`config.mk`:
```
export PLATFORM = sky130hd
export DESIGN_NAME = divisor_seq_flat
export DESIGN_NICKNAME = d
export VERILOG_FILES = /design/src/rtl/divisor_seq_if.sv /design/src/rtl/divisor_seq.sv /design/src/flat_wrapper.sv
export SDC_FILE = /design/constraint.sdc
export NUM_CORES = 1
export LEC_CHECK = 0
export ABC_AREA = 1
export CORE_ASPECT_RATIO = 0.5
export CORE_MARGIN = 4
export CORE_UTILIZATION = 50
export CTS_CLUSTER_SIZE = 30
export DETAILED_ROUTE_END_ITERATION = 8
export GPL_TIMING_DRIVEN = 0
export PLACE_DENSITY = 0.84
export SLEW_MARGIN = 5
export SYNTH_ARGS = -nofsm -noshare
export SYNTH_HDL_FRONTEND = slang
export SYNTH_SLANG_ARGS = --single-unit
export TNS_END_PERCENT = 1
```
`constraint.sdc`:
```
create_clock -name clk -period 1.95 [get_ports clk]
set_input_delay 0.39 -clock clk [delete_from_list [all_inputs] [get_ports clk]]
set_output_delay 0.39 -clock clk [all_outputs]
set_load 0.02 [all_outputs]
```
`src/rtl/divisor_seq_if.sv`:
```
// Start/done handshake bundle shared by the divider and its controlling FSM.
// The requester holds start until it has consumed the result flagged by done.
interface divisor_seq_if #(
  parameter int unsigned N = 4
);

  logic             start;
  logic [2*N-1:0]   D_in;
  logic [N-1:0]     V_in;
  logic             done;
  logic [N-1:0]     Q_out;
  logic [N-1:0]     R_out;
  logic             ovf;

  modport master (
    output start,
    output D_in,
    output V_in,
    input  done,
    input  Q_out,
    input  R_out,
    input  ovf
  );

  modport slave (
    input  start,
    input  D_in,
    input  V_in,
    output done,
    output Q_out,
    output R_out,
    output ovf
  );

endinterface

```
`src/rtl/divisor_seq.sv`:
```
// Sequential restoring divider: 2N-bit dividend / N-bit divisor -> N-bit quotient
// and remainder, one quotient bit per clock, start/done handshake.
module divisor_seq #(
  parameter int unsigned N = 4
) (
  input  logic         clk,
  input  logic         rst,
  divisor_seq_if.slave bus
);

  localparam int unsigned CW = $clog2(N + 1);

  typedef enum logic [1:0] {
    IDLE = 2'd0,
    CALC = 2'd1,
    DONE = 2'd2
  } state_e;

  state_e         state_q;
  logic [N:0]     a_q;
  logic [N-1:0]   q_q;
  logic [N-1:0]   b_q;
  logic [CW-1:0]  cnt_q;
  logic           done_q;
  logic           ovf_q;
  logic [N-1:0]   quo_q;
  logic [N-1:0]   rem_q;

  logic [N:0]     a_sh;
  logic           fit;
  logic           ovf_hit;
  logic [N:0]     a_d;
  logic [N-1:0]   q_d;

  // One restoring step. The high dividend half is still in A on the first CALC
  // edge, so A >= B there is exactly the quotient-overflow (or zero-divisor) case.
  always_comb begin
    a_sh    = {a_q[N-1:0], q_q[N-1]};
    fit     = (a_sh >= {1'b0, b_q});
    a_d     = fit ? (a_sh - {1'b0, b_q}) : a_sh;
    q_d     = (q_q << 1) | N'(fit);
    ovf_hit = (cnt_q == CW'(N)) && (a_q >= {1'b0, b_q});
  end

  always_ff @(posedge clk) begin
    if (rst) begin
      state_q <= IDLE;
      a_q     <= '0;
      q_q     <= '0;
      b_q     <= '0;
      cnt_q   <= '0;
      done_q  <= 1'b0;
      ovf_q   <= 1'b0;
      quo_q   <= '0;
      rem_q   <= '0;
    end else begin
      case (state_q)
        IDLE: begin
          if (bus.start) begin
            a_q     <= {1'b0, bus.D_in[2*N-1:N]};
            q_q     <= bus.D_in[N-1:0];
            b_q     <= bus.V_in;
            cnt_q   <= CW'(N);
            done_q  <= 1'b0;
            ovf_q   <= 1'b0;
            state_q <= CALC;
          end
        end

        CALC: begin
          if (ovf_hit) begin
            state_q <= DONE;
            done_q  <= 1'b1;
            ovf_q   <= 1'b1;
            quo_q   <= '0;
            rem_q   <= '0;
          end else begin
            a_q   <= a_d;
            q_q   <= q_d;
            cnt_q <= cnt_q - CW'(1);
            if (cnt_q == CW'(1)) begin
              state_q <= DONE;
              done_q  <= 1'b1;
              quo_q   <= q_d;
              rem_q   <= a_d[N-1:0];
            end
          end
        end

        DONE: begin
          // A held start never retriggers: it must be seen low before IDLE.
          if (!bus.start) begin
            state_q <= IDLE;
            done_q  <= 1'b0;
          end
        end

        default: begin
          state_q <= IDLE;
          done_q  <= 1'b0;
        end
      endcase
    end
  end

  assign bus.done  = done_q;
  assign bus.ovf   = ovf_q;
  assign bus.Q_out = quo_q;
  assign bus.R_out = rem_q;

endmodule

```
`src/flat_wrapper.sv`:
```
// flat-port wrapper written by rule: the top's interface ports become plain ports
module divisor_seq_flat 
#(
  parameter int unsigned N = 4
)
  (clk, rst, bus_start, bus_D_in, bus_V_in, bus_done, bus_Q_out, bus_R_out, bus_ovf);
  divisor_seq_if #(.N(N)) bus_i ();
  input  logic clk;
  input  logic rst;
  input wire logic [$bits(bus_i.start)-1:0] bus_start;
  input wire logic [$bits(bus_i.D_in)-1:0] bus_D_in;
  input wire logic [$bits(bus_i.V_in)-1:0] bus_V_in;
  output wire logic [$bits(bus_i.done)-1:0] bus_done;
  output wire logic [$bits(bus_i.Q_out)-1:0] bus_Q_out;
  output wire logic [$bits(bus_i.R_out)-1:0] bus_R_out;
  output wire logic [$bits(bus_i.ovf)-1:0] bus_ovf;
  assign bus_i.start = bus_start;
  assign bus_i.D_in = bus_D_in;
  assign bus_i.V_in = bus_V_in;
  assign bus_done = bus_i.done;
  assign bus_Q_out = bus_i.Q_out;
  assign bus_R_out = bus_i.R_out;
  assign bus_ovf = bus_i.ovf;
  divisor_seq #(.N(N)) u_core (.clk(clk), .rst(rst), .bus(bus_i));
endmodule
```
==> key figures, run 1 <==
Run status
  – Status: finished clean

Die
  – Die Y: 48.9 um
  – Site row count: 14
  – Core area: 3100 um2
  – Die span in x: 89.8 um
  – Initial core utilization: 54.0%
  – Die Area: 4390 um2
  – I/O pin count: 25

Yosys
  – Synth cell count leaders: nand2_1 (58), nand3_1 (34), dfxtp_1 (27), a21oi_1 (20), inv_1 (20)
  – Most numerous cell in the Yosys netlist: nand2_1
  – Synth area leader: dfxtp_1
  – Syn. warnings: 0
  – Ys flop type: dfxtp_1
  – Compound-Gate Fraction of Synth Area: 8.98%
  – Post-synthesis xor/xnor area fraction: 0.524%
  – Synth top area cells: dfxtp_1 (32%), nand2_1 (13%), nand3_1 (10%)
  – Syn nets: 261
  – Simple-gate share of the synthesized area: 39.4%
  – Largest family of logic cells by synthesized area: simple AND/OR/NAND/NOR gates
  – Synth Area in Adders: 9.42%
  – Post-synth EDFFs: 0
  – Synthesized flop and latch total: 27
  – Post-synthesis mux area share: 0%
  – Register area share after synthesis: 32.3%
  – Post-synth ARST share: 0%
  – Post-synth top area share: 32.3%
  – Synth cell types: 28
  – Syn_area_per_cell: 7.15 um2
  – Post-Synthesis Cells: 234
  – Post-synth design cell area: 1670 um2

Place
  – Gpl congestion: 0.942
  – Port bufs: 23
  – Post-DP HPWL: 2890 um
  – Placed cells: 297

Clocking
  – CTS Buf Count: 3
  – Hold-fix buffers, CTS: 0
  – Clock Path Buffers: 2
  – CTS tree: done
  – Later-pin clock latency in the skew report: 0.28 ns
  – Htree depth: 1
  – Setup Fix Bufs, Post-CTS: 0
  – Worst-path clk slew: 0.10 ns
  – Cts repair resizes: 0
  – CTS Sinks: 27
  – CTS root buf: clkbuf_8

Worst setup path
  – Critical path class: flip-flop to output port
  – CP required: 1.56 ns
  – CP cell instances: clkdlybuf4s50_1
  – Reg2reg start: u_core.a_q[0]
  – Slowest cell on crit path: clkdlybuf4s50_1
  – Largest stage delay, worst path: 0.67 ns
  – CP top delay family: buffers and inverters
  – CP Capture Type: output port
  – CP startpoint kind: flip-flop
  – WP data arrival: 1.43 ns
  – Crit-path max FO: 4
  – Crit. Startpoint: u_core.bus.done
  – Buffer and inverter count on the worst path: 1

STA
  – Final Max Slew Viols: 0
  – RSZ-0062 raised after global routing: false
  – Period Utilization, post-route: 93.5%
  – Slew @ Worst Pin: 0.504 ns
  – Setup Skew: 0.00336 ns
  – Max Clock Freq: 548 MHz
  – Slew HR: 66.4%
  – Setup TNS: 0 ns
  – Final Setup Violations: 0
  – Final Hold Fails: 0
  – Tmin final: 1.82 ns

Min path
  – HP Start: u_core.cnt_q[1]
  – Hold Path Class: flip-flop to flip-flop

Cells and area
  – Nets@finish: 289
  – Final non-filler cell total: 301
  – Syn-to-layout area delta: 19.7%
  – Layout cell share with drive strength beyond 1: 13.4%
  – Multi-input logic area: 976 um2
  – Diodes inserted: 0
  – # fillers: 282
  – Seq. cell area: 541 um2

Global routing
  – First-pass GRT wire length: 6530 um
  – Largest net degree at the start of global routing: 17
  – Tot GR Track Use: 18.1%
  – Initial antenna violation count: 0
  – GRT overflow: 0
  – Vias in the first global route: 1433

Route
  – Initial drt markers: 87
  – DRT Wirelength: 3790 um
  – # DRC: 0
  – Post-DR wirelength/cell: 12.6 um
  – Vias per inst: 5.25
  – DR pass1 iterations: 4
  – Post-DRT Antenna Nets: 0
  – DR vias: 1580

Power and ir drop
  – Internal power: 1.09 mW
  – Sw Ratio: 41.6%
  – Clock Power Share: 17.6%
  – Net Switching: 0.776 mW
  – Combinational fraction of design power: 47.0%
  – Register share of total power: 35.3%
  – Power per cell area: 931 nW/um2
  – VDD IR max: 367 uV
  – Leak Pwr: 0.904 nW

Job
  – Max-capacitance violation count: 0
-- routing by layer --
metal | vias up | part of all wire (%) | global-route usage (%)
li1 | 814 | - | -
met1 | 727 | 46 | 23.3
met2 | 35 | 48 | 30.3
met3 | 4 | 5.3 | 5.08
met4 | 0 | 0.95 | 4.33
met5 | - | 0 | 0
-- cells by family (layout without fill, tap and decap cells) --
| family | Yosys count | in the layout |
|---|---|---|
| and+or+nand+nor | 134 | 134 |
| buffers and inverters | 32 | 59 |
| AOI/OAI and AO/OA | 28 | 28 |
| DFF | 27 | 27 |
| adders and majority gates | 12 | 12 |
| xor gates and xnor gates | 1 | 1 |
-- per-stage QoR --
stage	hold slack [ns]	power (mW)	utilization [%]	cell area (um2)	setup WS, ns
5_1_grt	0.502	2.01	64.6	2000	0.00136
6_report	0.475	1.86	64.6	2000	0.127
4_1_cts	0.474	1.88	64.6	2000	0.116
3_3_place_gp	0.448	1.51	63.0	1950	0.212
2_1_floorplan	0.437	1.35	-	1670	0.457
3_5_place_dp	0.462	1.54	63.0	1950	0.173
-- flip-flops by register name (all words and copies together) (netlist names) --
register	flops
u_core.a_q	5
u_core.b_q	4
u_core.bus.Q_out	4
u_core.bus.R_out	4
u_core.q_q	4
u_core.cnt_q	3
u_core.bus.done	1
u_core.bus.ovf	1
u_core.state_q	1
-- worst paths after layout --
path | cells past startpoint | to | slack (ns)
setup / recovery | 1 | bus_done | 0.13
hold reg to reg | 2 | u_core.cnt_q[1] | 0.47
setup reg to reg | 10 | u_core.bus.done | 0.16
hold / removal | 2 | u_core.cnt_q[1] | 0.47
-- layout make-up --
cell class	instances	area share, %
Timing Repair Buffer	23	11.5
Buffer	8	3.19
Clock buffer	3	2.06
Multi-Input combinational cell	175	48.8
Sequential cell	27	27.0
Tap cell	40	2.50
Clock inverter	1	0.375
Inverter	24	4.63
-- cells in the final DEF, fill, tap and decap left out, types with 2 or more instances in the layout --
cell type,instances
dfxtp_1,27
inv_2,2
nand3_1,34
clkbuf_1,2
clkbuf_8,3
nand3_2,2
nand2_2,10
nor2_1,19
ha_1,11
o21ai_0,3
nor2_4,2
o21ai_1,2
clkdlybuf4s50_1,23
buf_6,3
nand4_1,2
a21oi_2,2
buf_4,3
nand2_1,58
a21oi_1,20
nor2_8,2
nand2_4,2
inv_1,20
-- power by group through the flow --
| stage | combinational, mW | sequential (mW) | clock (mW) |
|---|---|---|---|
| final | 0.877 | 0.659 | 0.329 |
| after global routing | 0.982 | 0.666 | 0.364 |
| after CTS | 0.876 | 0.658 | 0.342 |
| after detailed placement | 0.866 | 0.671 | 0 |
| after global placement | 0.843 | 0.669 | 0 |
| after floorplan | 0.684 | 0.665 | 0 |
Note: power is estimated with default switching activity, not from simulation.
==> run 2: changes to the inputs <==
--- a/config.mk
+++ b/config.mk
@@ -6,13 +6,15 @@
 export NUM_CORES = 1
 export LEC_CHECK = 0
 export ABC_AREA = 1
+export CAP_MARGIN = 20
 export CORE_ASPECT_RATIO = 0.5
 export CORE_MARGIN = 4
 export CORE_UTILIZATION = 50
 export CTS_CLUSTER_SIZE = 30
 export DETAILED_ROUTE_END_ITERATION = 8
+export DONT_BUFFER_PORTS = 1
 export GPL_TIMING_DRIVEN = 0
-export PLACE_DENSITY = 0.84
+export PLACE_DENSITY = 0.74
 export SLEW_MARGIN = 5
 export SYNTH_ARGS = -nofsm -noshare
 export SYNTH_HDL_FRONTEND = slang
==> run 2 against run 1 <==
Compared with the run above: critical path depth increased by 9; final cell count decreased by 7.6%; hold slack worse by 0.20 ns; die area unchanged; flip-flop and latch count stayed put; via count fell by 8.9%; non-clock buffer count is 23 lower; clock power increased by 5%; combinational power fell by 6.7%; cell area shrank 11%; global-route usage is 1.7 points lower; critical path type is now flip-flop to flip-flop; critical endpoint is now u_core.bus.done.
==> key figures, run 2 (same netlist as run 1, synthesis figures left out) <==
Die
  – I/O pin count: 25 (unchanged)
  – Die Area: 4390 um2 (unchanged)
  – Site row count: 14 (unchanged)
  – Die span in x: 89.8 um (unchanged)
  – Core area: 3100 um2 (unchanged)
  – Die Y: 48.9 um (unchanged)
  – Initial core utilization: 54.0% (unchanged)

Route
  – Post-DR wirelength/cell: 12.7 um (+0.86%)
  – DRT Wirelength: 3530 um (-6.8%)
  – Post-DRT Antenna Nets: 0 (unchanged)
  – Vias per inst: 5.18 (-1.4%)
  – # DRC: 0 (unchanged)
  – Initial drt markers: 71 (-18%)
  – DR vias: 1439 (-8.9%)
  – DR pass1 iterations: 4 (unchanged)

STA
  – Final Hold Fails: 0 (unchanged)
  – Max Clock Freq: 562 MHz (+2.4%)
  – Final Max Slew Viols: 0 (unchanged)
  – Slew HR: 68.8% (+2.4 points)
  – Setup Skew: 0.00478 ns (+0.00141 ns)
  – Slew @ Worst Pin: 0.469 ns (-0.0356 ns)
  – Worst Hold Slack: 0.271 ns (-0.204 ns)
  – Period Utilization, post-route: 91.3% (-2.2 points)
  – Setup TNS: 0 ns (unchanged)
  – Tmin final: 1.78 ns (-0.0425 ns)
  – RSZ-0062 raised after global routing: false
  – Final Setup Violations: 0 (unchanged)

Cells and area
  – Most frequent cells in the layout: nand2_1 (58), nand3_1 (34), dfxtp_1 (27)
  – Diodes inserted: 0 (unchanged)
  – Final non-filler cell total: 278 (-7.6%)
  – Layout cell share with drive strength beyond 1: 14.7% (+1.3 points)
  – Most flop-heavy register: u_core.a_q
  – Syn-to-layout area delta: 5.98%
  – Commonest non-fill, non-tap cell in the layout: nand2_1
  – Nets@finish: 266 (-8.0%)
  – Multi-input logic area: 976 um2 (unchanged)
  – Seq. cell area: 541 um2 (unchanged)
  – Largest register FFs: 5 (unchanged)
  – # fillers: 294 (+4.3%)

Min path
  – Hold Path Class: input port to flip-flop

Power and ir drop
  – VDD IR max: 354 uV (-3.3%)
  – Leak Pwr: 0.824 nW (-8.9%)
  – Power per cell area: 1030 nW/um2 (+11%)

Clocking
  – Setup Fix Bufs, Post-CTS: 0 (unchanged)
  – Hold-fix buffers, CTS: 0 (unchanged)
  – CTS Sinks: 27 (unchanged)
  – Clock Path Buffers: 2 (unchanged)
  – CTS tree: done
  – CTS Buf Count: 3 (unchanged)
  – CTS root buf: clkbuf_8
  – Later-pin clock latency in the skew report: 0.28 ns (about the same)
  – Worst-path clk slew: 0.10 ns (about the same)
  – Cts repair resizes: 0 (unchanged)
  – Htree depth: 1 (unchanged)

Global routing
  – Vias in the first global route: 1286 (-10%)
  – First-pass GRT wire length: 5970 um (-8.6%)
  – Largest net degree at the start of global routing: 18 (+1)
  – GRT overflow: 0 (unchanged)
  – Initial antenna violation count: 0 (unchanged)
  – Tot GR Track Use: 16.5% (-1.7 points)

Worst setup path
  – Critical path class: flip-flop to flip-flop
  – CP cell instances: inv_1 -> ha_1 -> inv_1 -> nand2_1 -> nand3_1 -> nand3_2 -> nand3_1 -> nand2_1 -> o21ai_1 -> inv_1
  – Crit-path most repeated cell: inv_1
  – CP startpoint kind: flip-flop
  – CP Capture Type: flip-flop
  – Slowest cell on crit path: dfxtp_1
  – CP required: 2.14 ns (+0.58 ns)
  – Largest stage delay, worst path: 0.41 ns (-0.26 ns)
  – Buffer and inverter count on the worst path: 3 (+2)
  – Crit-path max FO: 10 (+6)
  – CP top delay family: simple AND/OR/NAND/NOR gates
  – WP data arrival: 1.97 ns (+0.54 ns)

Job
  – Max-capacitance violation count: 0 (unchanged)

Place
  – Placed cells: 274 (-7.7%)
  – Post-DP HPWL: 2740 um (-5.2%)
  – Gpl congestion: 0.880 (-6.6%)
  – Port bufs: 0 (-100%)

Run status
  – Status: finished clean
-- run 2: cell types whose count changed in the layout (fill, tap and decap cells not counted) --
| cell | previous run | this run |
|---|---|---|
| inv_6 | 0 | 1 |
| clkdlybuf4s50_1 | 23 | 0 |
| clkinvlp_4 | 1 | 0 |
-- run 2: layer usage --
metal | vias up | GRT usage (%) | share of wire, %
li1 | 765 | - | -
met2 | 26 | 26.7 | 44
met4 | 0 | 3.31 | 0.74
met3 | 4 | 4.93 | 5.4
met1 | 644 | 21.9 | 50
met5 | - | 0 | 0
-- run 2: path summary, 6_finish.rpt --
| check | startpoint | to | slack [ns] | cells after the start |
|---|---|---|---|---|
| min | bus_start | u_core.b_q[0] | 0.27 | 2 |
| min reg2reg | u_core.cnt_q[1] | u_core.cnt_q[1] | 0.47 | 2 |
| max | u_core.a_q[0] | u_core.bus.done | 0.17 | 10 |
| max reg2reg | u_core.a_q[0] | u_core.bus.done | 0.17 | 10 |
-- run 2: per-stage QoR --
| step | utilization [%] | total power, mW | instance area [um2] | worst slack [ns] |
|---|---|---|---|---|
| 3_3_place_gp | 55.6 | 1.48 | 1720 | 0.196 |
| 2_1_floorplan | - | 1.35 | 1670 | 0.457 |
| 3_5_place_dp | 55.6 | 1.49 | 1720 | 0.180 |
| 4_1_cts | 57.2 | 1.84 | 1770 | 0.162 |
| 6_report | 57.2 | 1.83 | 1770 | 0.169 |
| 5_1_grt | 57.2 | 1.99 | 1770 | 0.0336 |
-- run 2: area by class of cell --
| class | count | area share [%] |
|---|---|---|
| Buffer | 8 | 3.60 |
| Clock buffer | 3 | 2.33 |
| Clock inverter | 1 | 0.494 |
| Inverter | 24 | 5.22 |
| Multi-Input combinational cell | 175 | 55.0 |
| Sequential cell | 27 | 30.5 |
| Tap cell | 40 | 2.82 |
-- run 2: worst reg2reg max path: cells and delay by family, from the launching register on --
| family | cells | cell delay, ns |
|---|---|---|
| AO/OA/AOI/OAI | 1 | 0.13 |
| AND/OR/NAND/NOR | 5 | 0.67 |
| flip-flops | 1 | 0.41 |
| buffers and inverters | 3 | 0.19 |
| adder cells (fa/ha/maj) | 1 | 0.27 |
-- run 2: power breakdown --
part / total (mW) / internal [mW] / switching (mW)
Sequential: 0.666 / 0.610 / 0.0561
Clock: 0.347 / 0.150 / 0.196
Combinational: 0.818 / 0.302 / 0.516
==> run 3: changes to the inputs <==
--- a/config.mk
+++ b/config.mk
@@ -14,6 +14,7 @@
 export DETAILED_ROUTE_END_ITERATION = 8
 export DONT_BUFFER_PORTS = 1
 export GPL_TIMING_DRIVEN = 0
+export HOLD_SLACK_MARGIN = 0.06
 export PLACE_DENSITY = 0.74
 export SLEW_MARGIN = 5
 export SYNTH_ARGS = -nofsm -noshare
==> results of run 3 <==
Final layout, timing and power as in run 2 (identical DEF).
